===== src/rtl/fifo_burst_pkg.sv =====
// -----------------------------------------------------------------------------
// fifo_burst_pkg
// Shared types and constants for the FIFO burst reader and its output buffer.
//   state_t   : burst reader FSM states (IDLE / BURST)
//   BUF_DEPTH : number of entries in the output stream buffer
// -----------------------------------------------------------------------------
package fifo_burst_pkg;

    typedef enum logic {
        ST_IDLE  = 1'b0,
        ST_BURST = 1'b1
    } state_t;

    // Three entries cover the one-cycle FIFO read latency plus the word being
    // presented, which is what lets a burst stream one word per cycle.
    localparam int BUF_DEPTH = 3;

endpackage


===== src/rtl/stream_buf.sv =====
// -----------------------------------------------------------------------------
// stream_buf
// Small circular buffer holding data words plus their end-of-burst flag.
// Ports:
//   clk, rst_n      : clock, asynchronous active-low reset
//   i_push          : write i_data/i_last into the tail
//   i_data, i_last  : word and last flag to store
//   i_pop           : drop the head entry (ignored when empty)
//   o_data, o_last  : head entry, held stable until popped
//   o_count         : number of valid entries
// -----------------------------------------------------------------------------
module stream_buf
    import fifo_burst_pkg::*;
#(
    parameter int WIDTH = 8,
    parameter int DEPTH = BUF_DEPTH
) (
    input  logic                       clk,
    input  logic                       rst_n,
    input  logic                       i_push,
    input  logic [WIDTH-1:0]           i_data,
    input  logic                       i_last,
    input  logic                       i_pop,
    output logic [WIDTH-1:0]           o_data,
    output logic                       o_last,
    output logic [$clog2(DEPTH+1)-1:0] o_count
);
    localparam int PW = (DEPTH > 1) ? $clog2(DEPTH) : 1;
    localparam int CW = $clog2(DEPTH + 1);

    logic [WIDTH:0]  r_mem [DEPTH];
    logic [PW-1:0]   r_wr_ptr;
    logic [PW-1:0]   r_rd_ptr;
    logic [CW-1:0]   r_count;

    logic            w_pop;
    logic            w_push;

    function automatic logic [PW-1:0] nextPtr(input logic [PW-1:0] p);
        return (p == PW'(DEPTH - 1)) ? '0 : p + PW'(1);
    endfunction

    // A push into a full buffer is only legal when the head leaves in the same cycle.
    assign w_pop  = i_pop && (r_count != '0);
    assign w_push = i_push && ((r_count != CW'(DEPTH)) || w_pop);

    // Storage, pointers and occupancy; simultaneous push and pop leave the count unchanged.
    always_ff @(posedge clk or negedge rst_n) begin
        if (!rst_n) begin
            for (int i = 0; i < DEPTH; i++) begin
                r_mem[i] <= '0;
            end
            r_wr_ptr <= '0;
            r_rd_ptr <= '0;
            r_count  <= '0;
        end else begin
            if (w_push) begin
                r_mem[r_wr_ptr] <= {i_last, i_data};
                r_wr_ptr        <= nextPtr(r_wr_ptr);
            end
            if (w_pop) begin
                r_rd_ptr <= nextPtr(r_rd_ptr);
            end
            case ({w_push, w_pop})
                2'b10:   r_count <= r_count + CW'(1);
                2'b01:   r_count <= r_count - CW'(1);
                default: r_count <= r_count;
            endcase
        end
    end

    assign {o_last, o_data} = r_mem[r_rd_ptr];
    assign o_count          = r_count;

endmodule


===== src/rtl/fifo_burst_reader.sv =====
// -----------------------------------------------------------------------------
// fifo_burst_reader
// Drains an upstream synchronous FIFO in bursts onto a valid/ready stream.
// A full burst of BURST_LEN words starts as soon as that many are available;
// a shorter burst of whatever is present is forced after TIMEOUT idle cycles.
// Ports:
//   clk, rst_n     : clock, asynchronous active-low reset
//   fifo_rd_en     : read strobe to the FIFO (data returns one cycle later)
//   fifo_rd_data   : FIFO read data
//   fifo_empty     : FIFO empty flag
//   fifo_data_cnt  : FIFO occupancy
//   m_valid/m_ready: output stream handshake
//   m_data, m_last : output word and end-of-burst marker
//   busy           : high while a burst is in progress
//   burst_count    : completed bursts, wraps at 2^16
// -----------------------------------------------------------------------------
module fifo_burst_reader
    import fifo_burst_pkg::*;
#(
    parameter int WIDTH     = 8,
    parameter int DEPTH     = 128,
    parameter int BURST_LEN = 16,
    parameter int TIMEOUT   = 64
) (
    input  logic                     clk,
    input  logic                     rst_n,
    output logic                     fifo_rd_en,
    input  logic [WIDTH-1:0]         fifo_rd_data,
    input  logic                     fifo_empty,
    input  logic [$clog2(DEPTH)-1:0] fifo_data_cnt,
    output logic                     m_valid,
    input  logic                     m_ready,
    output logic [WIDTH-1:0]         m_data,
    output logic                     m_last,
    output logic                     busy,
    output logic [15:0]              burst_count
);
    localparam int LW = $clog2(BURST_LEN + 1);
    localparam int TW = $clog2(TIMEOUT + 1);
    localparam int OW = $clog2(BUF_DEPTH + 1);
    localparam int PW = OW + 1;

    state_t          r_state;
    logic [LW-1:0]   r_len;
    logic [LW-1:0]   r_issued;
    logic [TW-1:0]   r_timer;
    logic            r_inflight;
    logic            r_inflight_last;
    logic            r_busy;
    logic [15:0]     r_burst_count;

    logic [OW-1:0]   w_occ;
    logic [PW-1:0]   w_pending;
    logic            w_start_full;
    logic            w_start_timeout;
    logic            w_pop;
    logic            w_last_accept;

    assign w_pop           = m_valid && m_ready;
    assign w_last_accept   = w_pop && m_last;
    assign w_start_full    = 32'(fifo_data_cnt) >= BURST_LEN;
    assign w_start_timeout = !fifo_empty && (r_timer == TW'(TIMEOUT - 1));

    // Words already buffered plus the read still returning; only registered
    // terms are used so the read strobe never depends on m_ready.
    assign w_pending  = PW'(w_occ) + PW'(r_inflight);
    assign fifo_rd_en = (r_state == ST_BURST) && (r_issued < r_len) && !fifo_empty
                        && (w_pending <= PW'(BUF_DEPTH - 1));

    assign m_valid     = (w_occ != '0);
    assign busy        = r_busy;
    assign burst_count = r_burst_count;

    // Burst sequencing: start decision and length latch in IDLE, read issue
    // tracking in BURST, and return to IDLE when the last word is accepted.
    always_ff @(posedge clk or negedge rst_n) begin
        if (!rst_n) begin
            r_state         <= ST_IDLE;
            r_len           <= '0;
            r_issued        <= '0;
            r_timer         <= '0;
            r_inflight      <= 1'b0;
            r_inflight_last <= 1'b0;
            r_busy          <= 1'b0;
            r_burst_count   <= '0;
        end else begin
            r_inflight      <= fifo_rd_en;
            r_inflight_last <= fifo_rd_en && ((r_issued + LW'(1)) == r_len);
            case (r_state)
                ST_IDLE: begin
                    r_issued <= '0;
                    if (w_start_full) begin
                        r_state <= ST_BURST;
                        r_busy  <= 1'b1;
                        r_len   <= LW'(BURST_LEN);
                        r_timer <= '0;
                    end else if (w_start_timeout) begin
                        // Fewer than BURST_LEN words here, so the count fits r_len.
                        r_state <= ST_BURST;
                        r_busy  <= 1'b1;
                        r_len   <= LW'(fifo_data_cnt);
                        r_timer <= '0;
                    end else if (fifo_empty) begin
                        r_timer <= '0;
                    end else begin
                        r_timer <= r_timer + TW'(1);
                    end
                end
                ST_BURST: begin
                    r_timer <= '0;
                    if (fifo_rd_en) begin
                        r_issued <= r_issued + LW'(1);
                    end
                    if (w_last_accept) begin
                        r_state       <= ST_IDLE;
                        r_busy        <= 1'b0;
                        r_burst_count <= r_burst_count + 16'd1;
                    end
                end
                default: begin
                    r_state <= ST_IDLE;
                    r_busy  <= 1'b0;
                end
            endcase
        end
    end

    stream_buf #(
        .WIDTH (WIDTH),
        .DEPTH (BUF_DEPTH)
    ) u_buf (
        .clk     (clk),
        .rst_n   (rst_n),
        .i_push  (r_inflight),
        .i_data  (fifo_rd_data),
        .i_last  (r_inflight_last),
        .i_pop   (w_pop),
        .o_data  (m_data),
        .o_last  (m_last),
        .o_count (w_occ)
    );

endmodule


===== config.mk =====
export PLATFORM = sky130hd
export DESIGN_NAME = fifo_burst_reader
export DESIGN_NICKNAME = d
export VERILOG_FILES = /design/src/rtl/fifo_burst_pkg.sv /design/src/rtl/stream_buf.sv /design/src/rtl/fifo_burst_reader.sv
export SDC_FILE = /design/constraint.sdc
export NUM_CORES = 1
export LEC_CHECK = 0
export ABC_CLOCK_PERIOD_IN_PS = 3100
export CORE_ASPECT_RATIO = 1.2
export CORE_MARGIN = 5
export CORE_UTILIZATION = 60
export CTS_BUF_LIST = sky130_fd_sc_hd__clkbuf_8
export CTS_CLUSTER_SIZE = 40
export DETAILED_ROUTE_END_ITERATION = 8
export GPL_TIMING_DRIVEN = 0
export PLACE_DENSITY = 0.83
export SKIP_CTS_REPAIR_TIMING = 1
export SYNTH_ARGS = -nofsm -noshare
export SYNTH_HDL_FRONTEND = slang
export SYNTH_SLANG_ARGS = --single-unit
export TNS_END_PERCENT = 20

===== constraint.sdc =====
create_clock -name clk -period 3.1 [get_ports clk]
set_clock_uncertainty 0.1 [all_clocks]
set_input_delay 0.62 -clock clk [delete_from_list [all_inputs] [get_ports clk]]
set_output_delay 0.62 -clock clk [all_outputs]
set_load 0.01 [all_outputs]

==> results.yml <==
finish:
  area_growth_pct: 21.6
  final_cell_mix: "dfrtp_1 (70), clkdlybuf4s50_1 (44), nand2_1 (31), mux2_2 (29)"
  fin_cells: 408
  nets: 374
  fin_area_um2: 4030
  final_common_cell: "dfrtp_1"
  layout-drive-gt1-share_pct: 16.5
  diodes: 0
timing:
  clock.fmax_ghz: 0.365
  tightest_slew_ns: 0.856
  setup_ws_ns: 0.361
  holdWs_ns: 0.305
  hold_violations: 0
  maxSlewViolCount: 0
  period_share_pct: 88.4
  period_needed_ns: 2.74
  rsz0062_at_grt: "false"
  setup_viol: 0
  slew_headroom_pct: 42.6
routing:
  drc: 0
  dr.pass1.iters: 4
  vias: 2283
  post_drt_wl_per_cell_um: 15.1
  viasPerCell: 5.60
  ant_nets: 0
  drtIter0Drc: 63
  wl_mm: 6.15
run:
  cap_violations: 0
global_route:
  antenna_found_initial: 0
  grt_use_total_pct: 19.0
  met3_usage_pct: 3.27
  grt_pass1_vias: 2365
  busiest_layer: "met2"
  grt_use_met2_pct: 31.4
  grt_max_degree: 71
  use_met1_pct: 23.4
  grt_pass1_wl_mm: 10.9
  grt_overflow: 0
clock_network:
  cts-root-buf: "clkbuf_8"
  path_clk_slew_ns: 0.07
  cts.path.max_buffers: 2
  cts_buffers: 9
  clk_latency_ns: 0.33
  cts_htree_levels: 3
  tritoncts: "yes"
  clkSinkCount: 70
worst_setup_path:
  cp-end-kind: "output pin"
  criticalPathCategory: "reg -> out"
  arrival_ns: 2.02
  start_kind: "flip-flop"
  rrSetupSlack_ns: 1.11
  critPathMaxFanout: 8
  worstPathRequired_ns: 2.38
  r2r-end: "r_issued[4]"
  crit-reg2reg-launch: "r_len[4]"
  rr_worst_depth: 8
floorplan:
  ios: 47
  die_h_um: 91.4
  row_count: 29
  die_w_um: 77.8
  core_area_um2: 5330
  dieArea_um2: 7110
  start_util_pct: 62.1
yosys:
  synth_cell_types: 39
  avgSynthCellArea_um2: 11.7
  synthesis.nets: 315
  synth_warnings: 0
  synth_seq_area_share_pct: 52.9
  synth_top_area_cell: "dfrtp_1"
  synth_top_area_share_pct: 52.9
  ys_top_cells_by_area: "dfrtp_1 (53%), mux2_2 (9.9%), xnor2_1 (4.8%)"
  syn_inst: 284
  synth_seq_cells: 70
  syn_area_um2: 3310
pwr:
  p_leak_uw: 0.00186
  ir_worst_vdd_v: 0.000602
  pwr_density_cell_nw_per_um2: 762
hold_path:
  min_path_type: "in -> async"
placed_design:
  numPortBuffers: 46
  place_ws_ns: -0.193
  hpwl_mm: 4.38
  place.gp.congestion: 0.837
  dpl_cell_area_um2: 3850
  placed_cells: 392
status:
  status: "finished clean"
## routing by layer
metal / share of wire [%] / vias to the layer above
li1: - / 1107
met1: 43 / 1126
met2: 52 / 39
met3: 3.7 / 11
met4: 2.1 / 0
met5: 0 / -
## registers in the layout, summed over array words and instances (netlist names)
register and count:
r_timer 7, r_len 5, u_buf.r_rd_ptr 2, r_issued 5, r_state 1, u_buf.r_mem 27, burst_count 16, u_buf.o_count 2
busy 1, r_inflight 1, u_buf.r_wr_ptr 2, r_inflight_last 1
## worst max-delay path, cell delays in order (launching register included)
cell and delay [ns]:
dfrtp_1 0.42, nor2b_1 0.12, buf_1 0.35, nand2_1 0.11
o21ai_0 0.11, clkdlybuf4s50_1 0.58
## synthesized netlist by cell type
cell type  instances
o31ai_1            1
nor3_1             3
nor2b_1            3
a21o_1             1
nand3_2            1
o21ai_0           12
xnor2_1           18
buf_2              2
dfrtp_1           70
inv_1             10
nand4_1            3
o211ai_1           1
a21oi_1            2
nor3_4             1
nor4_4             2
nand2b_1           2
ha_1              12
nor2_1            18
o22ai_1            1
a211oi_1           1
mux2i_1           13
nor3_2             3
a22o_1             4
and3_1             5
or2_2              1
nand3_1           10
or3_1              2
and4_1             1
clkbuf_1           2
xor2_1             9
nand2_1           31
mux2_2            29
nand3b_1           1
buf_1              1
or3b_1             1
o21a_1             2
inv_2              1
o21ai_1            1
nand2_2            3
## cell families after synthesis
logic type | Yosys count | share of synthesized area, %
fa+ha+maj | 12 | 4.54
buf+inv | 16 | 1.89
mux | 42 | 13.8
flops | 70 | 52.9
simple gates | 91 | 14.9
compound gates | 26 | 4.88
xor+xnor | 27 | 7.14
## layout make-up
cell class	instances	area, um^2
flip-flops and latches	70	1750
fillers	377	1310
repair buffers	48	475
plain buffers	5	21.3
well taps	62	77.6
multi-input cells	198	1500
inverters	11	41.3
clock buffers	10	138
clock inverters	4	18.8
## per-stage QoR
step,power [uW],setup TNS (ns),util (%)
2_1_floorplan,2050,0,-
3_3_place_gp,2420,-70.77,72.2
3_5_place_dp,2470,-0.193,72.1
4_1_cts,3070,-0.209,75.0
5_1_grt,3290,0,75.5
6_report,3070,0,75.5
## how the worst max path moves through the flow
stage / startpoint / endpoint / slack [ns] / cells after the start
detailed placement: fifo_empty / fifo_rd_en / -0.19 / 5
global route: u_buf.r_rd_ptr[0] / m_data[1] / 0.25 / 5
CTS: r_len[4] / fifo_rd_en / -0.21 / 6
finish: u_buf.r_rd_ptr[1] / m_data[1] / 0.36 / 5
floorplan: r_len[4] / fifo_rd_en / 0.95 / 5
global placement: rst_n / r_timer[5] / -1.01 / 1
## power by group
group | leakage (uW) | internal (uW) | switching [uW]
Combinational | 0.000867 | 620 | 522
Clock | 0.0000880 | 295 | 312
Sequential | 0.000902 | 1150 | 169
Note: power is estimated with default switching activity, not from simulation.
